===== config.mk =====
export PLATFORM = sky130hd
export DESIGN_NAME = counter_sequencer
export DESIGN_NICKNAME = d
export VERILOG_FILES = /design/src/rtl/counter_sequencer.sv
export SDC_FILE = /design/constraint.sdc
export NUM_CORES = 1
export LEC_CHECK = 0
export BUFFER_PORTS_ARGS = -buffer_cell sky130_fd_sc_hd__clkbuf_2
export CAP_MARGIN = 25
export CORE_UTILIZATION = 50
export DETAILED_ROUTE_END_ITERATION = 6
export PLACE_DENSITY = 0.72
export SYNTH_ARGS = -nofsm -noshare
export SYNTH_HDL_FRONTEND = slang
export SYNTH_SLANG_ARGS = --single-unit

===== constraint.sdc =====
create_clock -name clk -period 2 [get_ports clk]
set_input_delay 0.1 -clock clk [delete_from_list [all_inputs] [get_ports clk]]
set_output_delay 0.1 -clock clk [all_outputs]
set_load 0.03 [all_outputs]

===== src/rtl/counter_sequencer.sv =====
// counter_sequencer: command-driven controller for a WIDTH-bit up/down counter.
// Commands (LOAD, UP N, DOWN N, CLEAR) arrive over a valid/ready handshake.
// UP/DOWN runs step the count once per clock, and each completed command
// produces a one-cycle done pulse.
// Optional feature macro: SATURATE_EN. When it is defined, a run stops at the
// count limits instead of wrapping, and a sat pulse is raised with done.
module counter_sequencer #(
  parameter int WIDTH = 4
) (
  input  logic             clk,
  input  logic             rst,
  input  logic             cmd_valid,
  output logic             cmd_ready,
  input  logic [1:0]       cmd_op,
  input  logic [WIDTH-1:0] cmd_arg,
  input  logic             abort,
  output logic [WIDTH-1:0] q,
  output logic             busy,
  output logic             done,
  output logic             sat
);

  typedef enum logic {
    ST_IDLE = 1'b0,
    ST_RUN  = 1'b1
  } state_e;

  localparam logic [1:0] OP_LOAD  = 2'b00;
  localparam logic [1:0] OP_UP    = 2'b01;
  localparam logic [1:0] OP_DOWN  = 2'b10;
  localparam logic [1:0] OP_CLEAR = 2'b11;

  state_e           state_q, state_d;
  logic [WIDTH-1:0] q_q, q_d;
  logic [WIDTH-1:0] remaining_q, remaining_d;
  logic             dir_down_q, dir_down_d;
  logic             done_q, done_d;
`ifdef SATURATE_EN
  logic             sat_q, sat_d;
  logic             at_limit;
`endif

  // Next-state, next-count and completion pulses for the two-state controller.
  always_comb begin
    state_d     = state_q;
    q_d         = q_q;
    remaining_d = remaining_q;
    dir_down_d  = dir_down_q;
    done_d      = 1'b0;
`ifdef SATURATE_EN
    sat_d       = 1'b0;
    at_limit    = dir_down_q ? (q_q == '0) : (q_q == '1);
`endif
    case (state_q)
      ST_IDLE: begin
        // cmd_ready is high whenever the controller is idle.
        if (cmd_valid) begin
          case (cmd_op)
            OP_LOAD: begin
              q_d    = cmd_arg;
              done_d = 1'b1;
            end
            OP_CLEAR: begin
              q_d    = '0;
              done_d = 1'b1;
            end
            default: begin
              // A zero-length UP/DOWN run completes immediately.
              if (cmd_arg == '0) begin
                done_d = 1'b1;
              end else begin
                remaining_d = cmd_arg;
                dir_down_d  = (cmd_op == OP_DOWN);
                state_d     = ST_RUN;
              end
            end
          endcase
        end
      end
      ST_RUN: begin
        if (abort) begin
          // Abort takes priority over the step and ends the run silently.
          state_d     = ST_IDLE;
          remaining_d = '0;
`ifdef SATURATE_EN
        end else if (at_limit) begin
          // This step would wrap, so hold q and end the run with a sat pulse.
          state_d     = ST_IDLE;
          remaining_d = '0;
          done_d      = 1'b1;
          sat_d       = 1'b1;
`endif
        end else begin
          q_d         = dir_down_q ? (q_q - WIDTH'(1)) : (q_q + WIDTH'(1));
          remaining_d = remaining_q - WIDTH'(1);
          if (remaining_q == WIDTH'(1)) begin
            state_d = ST_IDLE;
            done_d  = 1'b1;
          end
        end
      end
      default: begin
        state_d = ST_IDLE;
      end
    endcase
  end

  // Register the state with a synchronous reset that overrides everything.
  always_ff @(posedge clk) begin
    if (rst) begin
      state_q     <= ST_IDLE;
      q_q         <= '0;
      remaining_q <= '0;
      dir_down_q  <= 1'b0;
      done_q      <= 1'b0;
`ifdef SATURATE_EN
      sat_q       <= 1'b0;
`endif
    end else begin
      state_q     <= state_d;
      q_q         <= q_d;
      remaining_q <= remaining_d;
      dir_down_q  <= dir_down_d;
      done_q      <= done_d;
`ifdef SATURATE_EN
      sat_q       <= sat_d;
`endif
    end
  end

  assign q         = q_q;
  assign busy      = (state_q == ST_RUN);
  assign cmd_ready = (state_q == ST_IDLE);
  assign done      = done_q;
`ifdef SATURATE_EN
  assign sat       = sat_q;
`else
  assign sat       = 1'b0;
`endif

endmodule

-- Word level (Yosys, flattened, before mapping)
Cells that the tools add are included.
- bits in read-only memories: 0
- memories kept: 0
- bits in writable memories: 0
- latch bits: 0
- logic and storage cells: 47
- register bits: 11
- input bits: 10
- output and inout bits: 8
- order comparisons: 0
- reductions and logical operators: 6
- muxes and demuxes: 22
- shift-type cells: 0
- divide/modulo/power cells: 0
- bitwise gates (word level): 3
- add/subtract/negate cells: 3
- $mul: 0
- eq/ne operators: 8
- operators by type and width (operator ; count):
    two-way mux 4 bit ; 7
    case mux 4 bit (2 select lines) ; 3
    two-way mux 1 bit ; 10
    inequality test 2 bit (second input constant) ; 4
    subtractor 4 x 1 -> 4 bit (second input constant) ; 2
    AND reduction 3 bit ; 2
    adder 4 x 1 -> 4 bit (second input constant) ; 1
    == test 2 bit (second input constant) ; 2
    == test 4 x 1 -> 1 bit (second input constant) ; 1
    zero test 4 bit ; 1
    case mux 1 bit (2 select lines) ; 2
    AND reduction 4 bit ; 1
    inequality test 3 x 1 -> 1 bit (second input constant) ; 1
    NOT 1 bit ; 3
    zero test 2 bit ; 1
    OR reduction 2 bit ; 1

-- Longest topological paths before layout
- word-level depth: 5
- mapped depth: 6

-- Least setup slack after synthesis
OpenSTA, ideal clock, no wires.
- kind: reg-to-reg
- start: reg q_q[1], in the netlist q[1]
- end: reg q_q[3], in the netlist q[3]
- path buffers: 0
- setup slack: 346 ps
- library setup time: 103 ps
- data arrival time: 1550 ps
- stages on the path, launching flop included: 6
- required time: 1897 ps
- cells stage by stage: dfxtp_1 -> ha_1 -> a21o_1 -> a21oi_1 -> xnor2_1 -> a2111oi_2
- longest elaborated chain between the ends: 4
- elaborated cells on any way between the ends: 5
- ends and longest elaborated chain (what ; RTL line ; source):
    from (decl) ; 34 ; logic [WIDTH-1:0] q_q, q_d;
    from (signal assigned) ; 121 ; q_q <= q_d;
    adder 4 x 1 -> 4 bit or subtractor 4 x 1 -> 4 bit (tied branches) ; 94 ; q_d = dir_down_q ? (q_q - WIDTH'(1)) : (q_q + WIDTH'(1));
    two-way mux 4 bit * ; 94 ;
    two-way mux 4 bit * ; 81 ; if (abort) begin
    case mux 4 bit (2 select lines) * ; 54 ; case (state_q)
Every way passes the cells marked *; elsewhere a longest branch is shown, timed or not. The select of a mux whose other input is x is not followed.
A chain may end at the register's enable or synchronous reset.

-- Final worst setup path
- start: reg state_q, in the netlist busy
- end: reg q_q[3], in the netlist q[3]
- longest elaborated chain between the ends: 3
- elaborated cells on any way between the ends: 6
- ends and longest elaborated chain (what ; RTL line ; source):
    from (decl) ; 33 ; state_e state_q, state_d;
    from (signal assigned) ; 120 ; state_q <= state_d;
    NOT 1 bit ; n/a ;
    inequality test 3 x 1 -> 1 bit (no line) or inequality test 2 bit (tied branches) ; n/a ;
    AND reduction 3 bit (no line) ; n/a ;
Several ways; a longest one is shown, not always the timed one.

==> impl_metrics.tcl <==
set metrics [dict create \
    fillers 140 \
    totalWireLength_um 1660 \
    peakVddDrop_v 0.0005275 \
    r2r_cells 4 \
    holdBufCountCts 0 \
    syn_avg_cell_area_um2 8.213 \
    dpl-instance-area_um2 854.6 \
    cts_resized 0 \
    dp_hpwl_um 1311 \
    clock_skew_ns 0.007521 \
    synth-adder-area-share_pct 13.94 \
    synthXorXnorAreaFrac_pct 4.538 \
    period_needed_ns 1.592 \
    first_pass_iters 4 \
    startpoint "busy$_SDFF_PP0_" \
    period_share_pct 79.58 \
    synth_top_cell_by_area "dfxtp_1" \
    synth_compound_area_share_pct 19.29 \
    cp.depth 4 \
    p_int_uw 388.1 \
    h-tree-depth 1 \
    critPathMaxStageDelay_ns 0.56 \
    synthMuxAreaShare_pct 2.593 \
    grt_antenna_before_repair 0 \
    crit_buf_inv 1 \
    clockPowerShare_pct 26.3 \
    async_reset_ff_share_pct 0 \
    grt_pass1_vias 619 \
    yosysWarnings 0 \
    fmaxAchievable_mhz 628.3 \
    r2r-start "busy$_SDFF_PP0_" \
    row_count 13 \
    yosys.area_share.simple_pct 23.66 \
    critPathMaxFanout 13 \
    min_path_type "in2reg" \
    p_switching_uw 213.1 \
    rsz0062_at_grt "no" \
    finalSetupTns_ns 0 \
    place_congestion 0.7688 \
    synth_area_leaders "dfxtp_1 (29%), ha_1 (11%), nor2_1 (5.8%)" \
    antenna_cells 0 \
    worstReg2RegEnd "q[3]$_SDFFE_PP0P_" \
    syn-num-nets 112 \
    start_kind "register" \
    ys_seq_area_share_pct 28.53 \
    r2r_slack_ns 0.41 \
    clkSinkCount 11 \
    end_kind "register" \
    combinationalPowerShare_pct 30.4 \
    seq_power_share_pct 43.3 \
    overflow 0 \
    cts_buffer_depth 2 \
    synth_top_family_by_area "simple AND/OR/NAND/NOR gates" \
    syn_to_final_growth_pct 14.10 \
    worst_skew_pair.late_latency_ns 0.28 \
    cts_buffers 3 \
    cellLeakagePower_nw 0.3857 \
    synth_ff_type "dfxtp_1" \
    root_buffer "clkbuf_4" \
    die_area_mm2 0.001705 \
    grt_start_max_net_pins 14 \
    coreArea_mm2 0.001366 \
    netlist_area_um2 772.0 \
    slew_viol_final 0 \
    cpMaxStageDelayCell "dfxtp_1" \
    initial_core_util_pct 56.50 \
    path_clk_slew_ns 0.07 \
    fin_nets 130 \
    gr-usage-all-layers_pct 25.78 \
    io_buffers 16 \
    synth_enable_flop_cells 0 \
    drive_gt1_share_pct 21.62 \
    power_density_mw_per_mm2 682.6 \
    crit_path_end "q[3]$_SDFFE_PP0P_" \
    vias 700 \
    hold_slack_ns 0.1524 \
    dieWidth_um 41.30 \
    drv_cap 0 \
    syn_inst 94 \
    hold_violations 0 \
    status "finished, final reports clean" \
    viasPerCell 5.556 \
    cp.required_ns 2.18 \
    p_sw_share_pct 35.45 \
    post_cts_buffers 0 \
    routedWlPerCell_um 13.17 \
    ios 18 \
    finalSetupViolations 0 \
    critPathTopFamily "compound AO/OA/AOI/OAI gates" \
    grt_pass1_wl_um 2691 \
    yosysTopAreaCellShare_pct 28.53 \
    drtIter0Drc 13 \
    critPathKind "reg2reg" \
    arrival_ns 1.77 \
    drtAntennaViolNets 0 \
    fin_area_um2 880.8 \
    ys_seq_elements 11 \
    remaining_drc_errors 0 \
    synth_cell_types 36 \
    crit_chain "inv_2, o22ai_2, nor2_1, a2111oi_2" \
    die_h_um 41.30 \
    cts_tree "built" \
]
-- cell usage in the layout, fill, tap and decap left out, drive strengths merged, types with 2 or more instances in the layout --
master | Yosys | routed
nand2b | 3 | 3
clkbuf | 1 | 20
mux2i | 2 | 2
a211oi | 2 | 2
nand2 | 5 | 5
inv | 10 | 10
a21oi | 5 | 5
nor2 | 13 | 13
xnor2 | 3 | 3
ha | 7 | 7
o21ai | 3 | 3
dfxtp | 11 | 11
nor3 | 7 | 7
nand4 | 2 | 2
-- synthesized netlist by cell type, types with 2 or more instances --
cell,number
xnor2_1,3
o21ai_0,3
nor2_1,12
a21oi_1,5
mux2i_1,2
nor3_1,7
inv_1,9
nand2b_1,3
a211oi_1,2
nand2_1,5
ha_1,7
nand4_1,2
dfxtp_1,11
-- tightest hold or removal path: cells and delay by family --
kind	cells	cell delay [ns]
buffers and inverters	1	0.12
and+or+nand+nor	1	0.09
AOI/OAI and AO/OA	1	0.09
-- per-stage QoR --
stage | power (mW) | setup slack [ns] | util, % | cells
floorplan | 0.3954 | 0.3462 | - | 94
global placement | 0.4433 | 0.4455 | 62.55 | 122
detailed placement | 0.4470 | 0.4333 | 62.55 | 122
CTS | 0.6061 | 0.3999 | 64.47 | 126
global route | 0.6430 | 0.2290 | 64.47 | 126
finish | 0.6013 | 0.4085 | 64.47 | 126
-- layout make-up --
cell class / count / area, um2 / area share [%]
multi-input combinational: 70 / 498.0 / 56.53
clock buffer: 4 / 26.28 / 2.983
tap: 15 / 18.77 / 2.131
sequential: 11 / 220.2 / 25.00
inverter: 10 / 37.54 / 4.261
timing repair buffer: 16 / 80.08 / 9.091
-- sequential cells by signal, summed over array words and instances, names as in the netlist --
register / flops
dir_down_q: 1
busy: 1
q: 4
remaining_q: 4
done: 1
-- cell families (layout without fill, tap and decap cells) --
logic type / Yosys count / in the layout
simple gates: 35 / 35
compound gates: 20 / 20
fa+ha+maj: 8 / 8
other cells: 1 / 1
buf+inv: 13 / 30
flops: 11 / 11
mux: 2 / 2
xor+xnor: 4 / 4
-- routing by layer --
| layer | GRT usage, % | routed length (um) |
|---|---|---|
| met5 | 0 | 0 |
| met2 | 38.28 | 718 |
| met3 | 9.574 | 70 |
| met4 | 12.10 | 32 |
| met1 | 32.79 | 839 |
-- how the worst min path moves through the flow --
stage | start | to | slack (ns) | depth (start not counted)
floorplan | rst | q[3]$_SDFFE_PP0P_ | 0.18 | 1
global route | cmd_valid | remaining_q[1]$_SDFFE_PP0P_ | 0.15 | 3
CTS | cmd_valid | remaining_q[1]$_SDFFE_PP0P_ | 0.15 | 3
detailed placement | rst | q[0]$_SDFFE_PP0P_ | 0.46 | 2
finish | cmd_valid | remaining_q[1]$_SDFFE_PP0P_ | 0.15 | 3
global placement | cmd_valid | remaining_q[1]$_SDFFE_PP0P_ | 0.45 | 3
-- power groups by stage --
stage / combinational (mW) / clock [mW] / sequential (mW)
floorplan: 0.117 / 0 / 0.279
detailed placement: 0.181 / 0 / 0.266
finish: 0.183 / 0.158 / 0.260
global placement: 0.179 / 0 / 0.265
global route: 0.206 / 0.173 / 0.264
CTS: 0.183 / 0.162 / 0.261
Power figures use the tool's default switching activity.
